$ cat config.mk
export PLATFORM = sky130hd
export DESIGN_NAME = ntt_butterfly_addsub
export DESIGN_NICKNAME = d
export VERILOG_FILES = /design/src/rtl/ntt_pkg.sv /design/src/rtl/butterfly_out_fifo.sv /design/src/rtl/ntt_butterfly_addsub.sv
export SDC_FILE = /design/constraint.sdc
export NUM_CORES = 1
export LEC_CHECK = 0
export CAP_MARGIN = 40
export CELL_PAD_IN_SITES_DETAIL_PLACEMENT = 0
export CELL_PAD_IN_SITES_GLOBAL_PLACEMENT = 1
export CORE_MARGIN = 8
export CORE_UTILIZATION = 44
export DETAILED_ROUTE_END_ITERATION = 8
export GPL_ROUTABILITY_DRIVEN = 0
export PLACE_DENSITY = 0.8
export SYNTH_ARGS = -nofsm -noshare
export SYNTH_HDL_FRONTEND = slang
export SYNTH_SLANG_ARGS = --single-unit
$ cat constraint.sdc
create_clock -name clk -period 3.48 [get_ports clk]
set_input_delay 0.348 -clock clk [delete_from_list [all_inputs] [get_ports clk]]
set_output_delay 0.348 -clock clk [all_outputs]
set_load 0.02 [all_outputs]
$ cat src/rtl/ntt_pkg.sv
// ntt_pkg: shared widths, latencies and result record for the NTT butterfly datapath
package ntt_pkg;
  localparam int DW = 17;
  localparam int Q_DEFAULT = 7681;
  localparam int MUL_LAT = 5;
  localparam int FIFO_DEPTH = 4;
  localparam int TAG_W = 8;
  typedef struct packed {
    logic [DW-1:0]    x;
    logic [DW-1:0]    y;
    logic [TAG_W-1:0] tag;
  } bfly_res_t;
endpackage

$ cat src/rtl/butterfly_out_fifo.sv
// butterfly_out_fifo: synchronous show-ahead FIFO of butterfly results with occupancy count
module butterfly_out_fifo
  import ntt_pkg::*;
#(
  parameter int DEPTH = FIFO_DEPTH
) (
  input  logic                       clk,
  input  logic                       reset,
  input  logic                       wr_en,
  input  bfly_res_t                  wr_data,
  input  logic                       rd_en,
  output bfly_res_t                  rd_data,
  output logic                       empty,
  output logic [$clog2(DEPTH+1)-1:0] count
);
  localparam int AW = $clog2(DEPTH);
  bfly_res_t mem [DEPTH];
  logic [AW:0] wp, rp;
  logic full, do_rd;
  assign empty = wp == rp;
  assign full = (wp[AW] != rp[AW]) && (wp[AW-1:0] == rp[AW-1:0]);
  assign count = wp - rp;
  assign do_rd = rd_en && !empty;
  // Head reads as zero when empty so idle outputs stay clean.
  assign rd_data = empty ? '0 : mem[rp[AW-1:0]];
  always_ff @(posedge clk) begin
    if (reset) begin
      wp <= '0;
      rp <= '0;
    end else begin
      if (wr_en) begin
        mem[wp[AW-1:0]] <= wr_data;
        wp <= wp + 1'b1;
      end
      if (do_rd) rp <= rp + 1'b1;
    end
  end
  always_ff @(posedge clk)
    if (!reset) assert (!(wr_en && full && !do_rd));
endmodule

$ cat src/rtl/ntt_butterfly_addsub.sv
// ntt_butterfly_addsub: aligns a with the multiplier product, forms (a+p) mod Q and (a-p) mod Q, buffers with credit flow control
module ntt_butterfly_addsub #(
  parameter int DW         = ntt_pkg::DW,
  parameter int MUL_LAT    = ntt_pkg::MUL_LAT,
  parameter int FIFO_DEPTH = ntt_pkg::FIFO_DEPTH,
  parameter int TAG_W      = ntt_pkg::TAG_W
) (
  input  logic             clk,
  input  logic             reset,
  input  logic [DW-1:0]    Q,
  input  logic             in_valid,
  output logic             in_ready,
  input  logic [DW-1:0]    a,
  input  logic [TAG_W-1:0] tag_in,
  input  logic             prod_valid,
  input  logic [DW-1:0]    prod,
  output logic             out_valid,
  input  logic             out_ready,
  output logic [DW-1:0]    x_out,
  output logic [DW-1:0]    y_out,
  output logic [TAG_W-1:0] tag_out,
  output logic             align_err
);
  import ntt_pkg::*;
  localparam int CW = $clog2(FIFO_DEPTH + 1);
  logic [MUL_LAT-1:0] dl_v;
  logic [DW-1:0] dl_a [MUL_LAT];
  logic [TAG_W-1:0] dl_t [MUL_LAT];
  logic accept, tail_v, join_v, drop_acc, pop, s1_v, s2_v, empty;
  logic [DW-1:0] s1_a, s1_p;
  logic [TAG_W-1:0] s1_t;
  logic [DW:0] s1_sum;
  logic [CW-1:0] cnt, cnt_nxt, fifo_cnt;
  bfly_res_t s2_r, head;
  assign accept = in_valid && in_ready;
  assign tail_v = dl_v[MUL_LAT-1];
  assign join_v = tail_v && prod_valid;
  assign drop_acc = tail_v && !prod_valid;
  assign pop = out_valid && out_ready;
  assign cnt_nxt = cnt + CW'(accept) - CW'(pop) - CW'(drop_acc);
  always_ff @(posedge clk) begin
    if (reset) begin
      dl_v      <= '0;
      s1_v      <= 1'b0;
      s2_v      <= 1'b0;
      cnt       <= '0;
      in_ready  <= 1'b1;
      align_err <= 1'b0;
    end else begin
      dl_v      <= {dl_v[MUL_LAT-2:0], accept};
      s1_v      <= join_v;
      s2_v      <= s1_v;
      cnt       <= cnt_nxt;
      in_ready  <= cnt_nxt < CW'(FIFO_DEPTH);
      align_err <= align_err || (tail_v != prod_valid);
    end
  end
  // Datapath registers need no reset: the valid bits above qualify them.
  always_ff @(posedge clk) begin
    dl_a[0] <= a;
    dl_t[0] <= tag_in;
    for (int i = 1; i < MUL_LAT; i++) begin
      dl_a[i] <= dl_a[i-1];
      dl_t[i] <= dl_t[i-1];
    end
    s1_a     <= dl_a[MUL_LAT-1];
    s1_p     <= prod;
    s1_t     <= dl_t[MUL_LAT-1];
    s1_sum   <= {1'b0, dl_a[MUL_LAT-1]} + {1'b0, prod};
    s2_r.x   <= s1_sum >= {1'b0, Q} ? DW'(s1_sum - {1'b0, Q}) : DW'(s1_sum);
    s2_r.y   <= s1_a >= s1_p ? s1_a - s1_p : s1_a - s1_p + Q;
    s2_r.tag <= s1_t;
  end
  butterfly_out_fifo #(.DEPTH(FIFO_DEPTH)) u_fifo (
    .clk     (clk),
    .reset   (reset),
    .wr_en   (s2_v),
    .wr_data (s2_r),
    .rd_en   (out_ready),
    .rd_data (head),
    .empty   (empty),
    .count   (fifo_cnt)
  );
  assign out_valid = !empty;
  assign x_out = head.x;
  assign y_out = head.y;
  assign tag_out = head.tag;
  // Every buffered result still holds the credit of its accepted beat.
  always_ff @(posedge clk)
    if (!reset) assert (fifo_cnt <= cnt);
endmodule

; ---- After elaboration in Yosys (flattened, before gate mapping)
; Memory sizes are Yosys's and may differ from the RTL's. A register that Yosys moved wholly into a read port is not among the register bits.
; Index checks and enable logic that the tools add are counted.
; W data, S select, Z words.
[totals]
ff_bits = 112
inputBits = 64
output_inout_bits = 45
latch_bits = 0
word_cells = 46
memories = 3
mem_bits_rw = 293
mem_bits_ro = 0
[classes]
add_sub_neg = 9
n_div = 0
order_cmp = 3
eq_ne = 2
muxes = 8
reduce_logical = 7
n_shift = 0
multipliers = 0
bitwise_logic = 0
[memory_table]
columns = memory, words, width, read_ports, rd_ports_with_merged_regs, wr, line
row1 = u_fifo.mem, 4, 42, 1, 1, 1, butterfly_out_fifo.sv:17  ; bfly_res_t mem [DEPTH];
row2 = dl_a, 5, 17, 5, 0, 5, ntt_butterfly_addsub.sv:27  ; logic [DW-1:0] dl_a [MUL_LAT];
row3 = dl_t, 5, 8, 5, 1, 5, ntt_butterfly_addsub.sv:28  ; logic [TAG_W-1:0] dl_t [MUL_LAT];
[op_table]
columns = operator, count
row1 = $mux W42, 1
row2 = $mux W17, 2
row3 = $sub A17 B17 Y17, 2
row4 = $add A17 B17 Y18, 1
row5 = $ge A18 B17 Y1, 1
row6 = $add A17 B17 Y17, 1
row7 = $ge A17 B17 Y1, 1
row8 = $add A3 B1 Y3 const B, 2
row9 = $sub A3 B1 Y3, 2
row10 = $logic_and A1 B1 Y1, 4
row11 = $mux W2, 2
row12 = $add A3 B1 Y3, 1
row13 = $eq A3 B3 Y1, 1
row14 = $lt A3 B3 Y1 const B, 1
row15 = $mux W1, 3
row16 = $logic_not A1 Y1, 2
row17 = $logic_or A1 B1 Y1, 1
row18 = $ne A1 B1 Y1, 1

; ---- Logic depth before layout (Yosys ltp)
[depth]
depth_word = 6
ltp_mapped = 18
mapped_depth_nobuf = 18

; ---- Hierarchy
; A second synthesis with hierarchy kept.
[unflattened]
cells_unflattened = 1130
hier_area_um2 = 15788.9
[modules_own_cells]
columns = mod, cells_each, seq_area_each_um2, n_inst, area_per_inst_um2
row1 = ntt_butterfly_addsub, 808, 4784.6, 1, 8941.1
row2 = butterfly_out_fifo, 322, 5205.0, 1, 6847.8

; ---- Least setup slack after synthesis
; Ideal clock, no wire load.
[synth_timing]
path_type = reg2reg
startpoint = reg s1_a[0], read port of dl_a
endpoint = reg s2_r[24] (netlist bit)
t_arrival_ns = 3.200
synth_period_minus_slack_ns = 3.320
setup_time_ns = 0.120
path_buffers = 0
slack_ns = 0.160
required_ns = 3.360
path_stages_with_launch = 18
path_cell_list = dfxtp_1 inv_1 ha_1 inv_1 fa_1 a211oi_1 o21bai_1 a21oi_1 o221ai_1 a211oi_1 xnor2_1 ha_1 and3_1 a211oi_1 nand3b_1 mux2i_1 o21bai_1 xnor2_1
[synth_via]
elab_chain_len = 3
elab_cells_between_ends = 4
cone_classes = add/sub: 2 / order compare: 1 / mux: 1
[synth_rtl]
columns = element, line
row1 = "start, declared", ntt_butterfly_addsub.sv:30  ; logic [DW-1:0] s1_a, s1_p;
row2 = $sub A17 B17 Y17, ntt_butterfly_addsub.sv:71  ; s2_r.y <= s1_a >= s1_p ? s1_a - s1_p : s1_a - s1_p + Q;
row3 = $add A17 B17 Y17, ntt_butterfly_addsub.sv:71
row4 = $mux W17 (*), ntt_butterfly_addsub.sv:71
row5 = "end, declared", ntt_butterfly_addsub.sv:34  ; bfly_res_t s2_r, head;
; Every way passes the cells marked *; elsewhere a longest branch is shown, timed or not.
; A chain may end at the register's enable or synchronous reset.

; ---- Worst setup path in the final report
[layout_timing]
startpoint = reg s1_a[0], read port of dl_a
endpoint = reg s2_r[23] (netlist bit)
; Same word-level chain as after synthesis.

==> results.ini <==
[logic_synthesis]
ys_seq_area_frac = 0.6521
syn_area_um2 = 15320
ys_ff_latch = 415
synth_cells = 1079
yosys-top-cells-count = dfxtp_1 (247), edfxtp_1 (168), ha_1 (78)
yosysMostFrequentCell = dfxtp_1
yosysTopAreaCellShare = 0.3293
yosysWarningCount = 0
yosys.area.top_type = edfxtp_1
synth_flop_cell = dfxtp_1
synth_edf_count = 168
avgSynthCellArea_um2 = 14.20
syn-num-nets = 1226
synth_async_sr_flop_share = 0
synth.area.top_cells = edfxtp_1 (33%), dfxtp_1 (32%), ha_1 (6.4%)
ys_types = 62

[sta]
maxSlewViolCount = 0
period_share = 0.9693
hold_viol_final = 0
slew_headroom = 0.5392
fmax_ghz = 0.2965
fin_ws_ps = 106.9
rsz0062_at_grt = yes
tightest_slew_ps = 691.2
setup_violations = 0
fin_crit_ps = 3373
fin_skew_ps = 30.68
tns_ps = 0

[clock_network]
ctsHoldBuffers = 0
clkTransAtPathRegs_ps = 60
insertion_delay_ps = 560
cts_max_level = 2
cts_num_sinks = 415
tritoncts = built
clockBufferDepth = 3
cts_root_buf = clkbuf_16
numCtsBuffers = 42

[grt]
gr-total-overflow = 0
grt_usage = 0.1436
grt_pass1_vias = 8758
antenna_found_initial = 1
grt_pass1_wl_um = 47060
grt_max_degree = 43

[critical_path]
cp-end-kind = flop
setup.worst_path.start = s1_a[0]
crit_type = reg -> reg
crit_arrival_ps = 3830
path_cells = inv_2, ha_4, inv_2, fa_2, a211oi_2, o21bai_2, a21oi_2, o221ai_2, a211oi_2, xnor2_1, ha_1, and3_4, buf_4, nand2_1, o21ai_1, xor2_1, mux2_2
cp.depth = 17
worstReg2RegEnd = s2_r[23]
crit_path_top_delay_cell = ha_1
startpoint_type = flop
cp_num_buf_inv = 3
path_max_fanout = 5
cpLargestDelayFamily = compound AO/OA/AOI/OAI gates
rrSetupSlack_ps = 110
r2r-start = s1_a[0]
slowest_delay_ps = 380
cp_data_required_time_ps = 3930
rr_worst_depth = 17
crit_end = s2_r[23]

[cells_and_area]
layout-drive-gt1-share = 0.1581
register_area_um2 = 9995
nFillCells = 2811
multi_input_area_um2 = 5136
postLayoutCellArea_um2 = 18810
n_antenna_cell = 0
areaGrowthSynthToFinish_pct = 22.76
final_cells = 1733
finalNetCount = 1391
final_util = 0.5458

[power_and_ir_drop]
combPwrFrac = 0.131
switching_share = 0.2454
clockPowerShare = 0.379
power.density_nw_per_um2 = 638.5
power_switching_w = 0.002947
p_int_w = 0.009060
pwr-share-seq = 0.490
ir_drop_mv = 0.4009
p_leak_nw = 7.247

[floorplanning]
die_area_um2 = 41040
ios = 109
initial_core_util = 0.4446
num_rows = 68
fp.dieH_um = 202.6
fp.dieW_um = 202.6
core_um2 = 34460

[run]
max_cap_violations = 0

[routing]
ant_nets = 0
drt_iter0_markers = 364
drt-vias-per-instance = 4.961
wl_per_cell_um = 17.17
vias = 8597
drc_errors = 0
wl_um = 29750
dr.pass1.iters = 5

[placed_design]
hpwl_um = 20930
dp.cells = 1649
dp_slack_ps = -142.7
portBuffers = 108
detailed_place.area_um2 = 17150

[hold_path]
holdPathStages = 1
holdCritPathClass = in -> reg

[outcome]
status = complete, no violations

[cells by family after synthesis]
family | after synthesis | synth area share
AOI/OAI and AO/OA | 184 | 0.07988
xor gates and xnor gates | 66 | 0.03774
adders and majority gates | 83 | 0.07024
buffers and inverters | 88 | 0.02328
DFF | 415 | 0.6521
muxes | 57 | 0.07261
and+or+nand+nor | 186 | 0.06412
[flip-flops by register name, indices dropped and copies added (netlist names), named ones only]
name,flops
align_err,1
u_fifo.wp,3
s1_v,1
s2_r,42
dl_t,40
u_fifo.rp,3
dl_v,5
s2_v,1
s1_sum,18
cnt,3
s1_a,17
s1_t,8
u_fifo.mem,168
dl_a,85
in_ready,1
s1_p,17
[area by class of cell]
type,instances,area share
Clock buffer,56,0.06354
Clock inverter,22,0.01397
Tap cell,455,0.03027
Timing Repair Buffer,148,0.07545
Inverter,61,0.01218
Sequential cell,415,0.5315
Multi-Input combinational cell,576,0.2731
[worst reg2reg max path, cell delays in order (launching register included)]
cell and delay, ps:
dfxtp_2 310, inv_2 50, ha_4 130, inv_2 40, fa_2 360, a211oi_2 270, o21bai_2 110, a21oi_2 190
o221ai_2 140, a211oi_2 230, xnor2_1 130, ha_1 380, and3_4 220, buf_4 110, nand2_1 50, o21ai_1 180
xor2_1 100, mux2_2 270
[power groups by stage]
stage          clock network [W]  logic [W]  registers [W]
2_1_floorplan                  0    0.00107        0.00587
3_3_place_gp                   0    0.00149        0.00595
3_5_place_dp                   0    0.00149        0.00598
4_1_cts                  0.00468    0.00152        0.00588
5_1_grt                  0.00489    0.00175        0.00593
6_report                 0.00455    0.00158        0.00588
[stage by stage]
stage | power, W | hold WS [ps]
6_report | 0.01201 | 224.1
5_1_grt | 0.01256 | 201.4
4_1_cts | 0.01208 | 190.7
3_5_place_dp | 0.007477 | 312.1
3_3_place_gp | 0.007439 | 309.9
2_1_floorplan | 0.006940 | 309.6
[timing repair]
action,in CTS,in global routing
endpoints found under the hold margin,0,0
pin swaps,3,28
setup buffers,1,5
setup endpoints to repair,5,8
gates cloned,0,0
gates resized for setup,6,27
[worst min path at each step]
stage | start | endpoint | slack, ps
after floorplan | dl_a[0][0] | dl_a[0][17] | 310
after global placement | dl_a[0][5] | dl_a[0][22] | 310
after detailed placement | dl_a[0][4] | dl_a[0][21] | 310
after CTS | tag_in[5] | dl_t[0][5] | 190
after global routing | tag_in[5] | dl_t[0][5] | 200
final | tag_in[5] | dl_t[0][5] | 220
[layer usage]
metal  track usage  part of all wire  vias to the layer above
li1              -                 -                     4226
met1        0.1874              0.45                     4145
met3       0.03347             0.053                       45
met4       0.04584             0.022                        2
met2        0.2347              0.47                      179
met5             0           0.00040                        -
[layout by cell type, fill, tap and decap left out, drive strengths merged, types with 28 or more instances in the layout]
cell             n
a21oi           45
nor2b           61
dfxtp          247
nand2           42
nor2            32
ha              78
inv             63
mux4            42
clkdlybuf4s50  108
edfxtp         168
o21ai           41
xnor2           38
xor2            28
clkbuf          56
buf             40
a21o            31
Power figures use the tool's default switching activity.
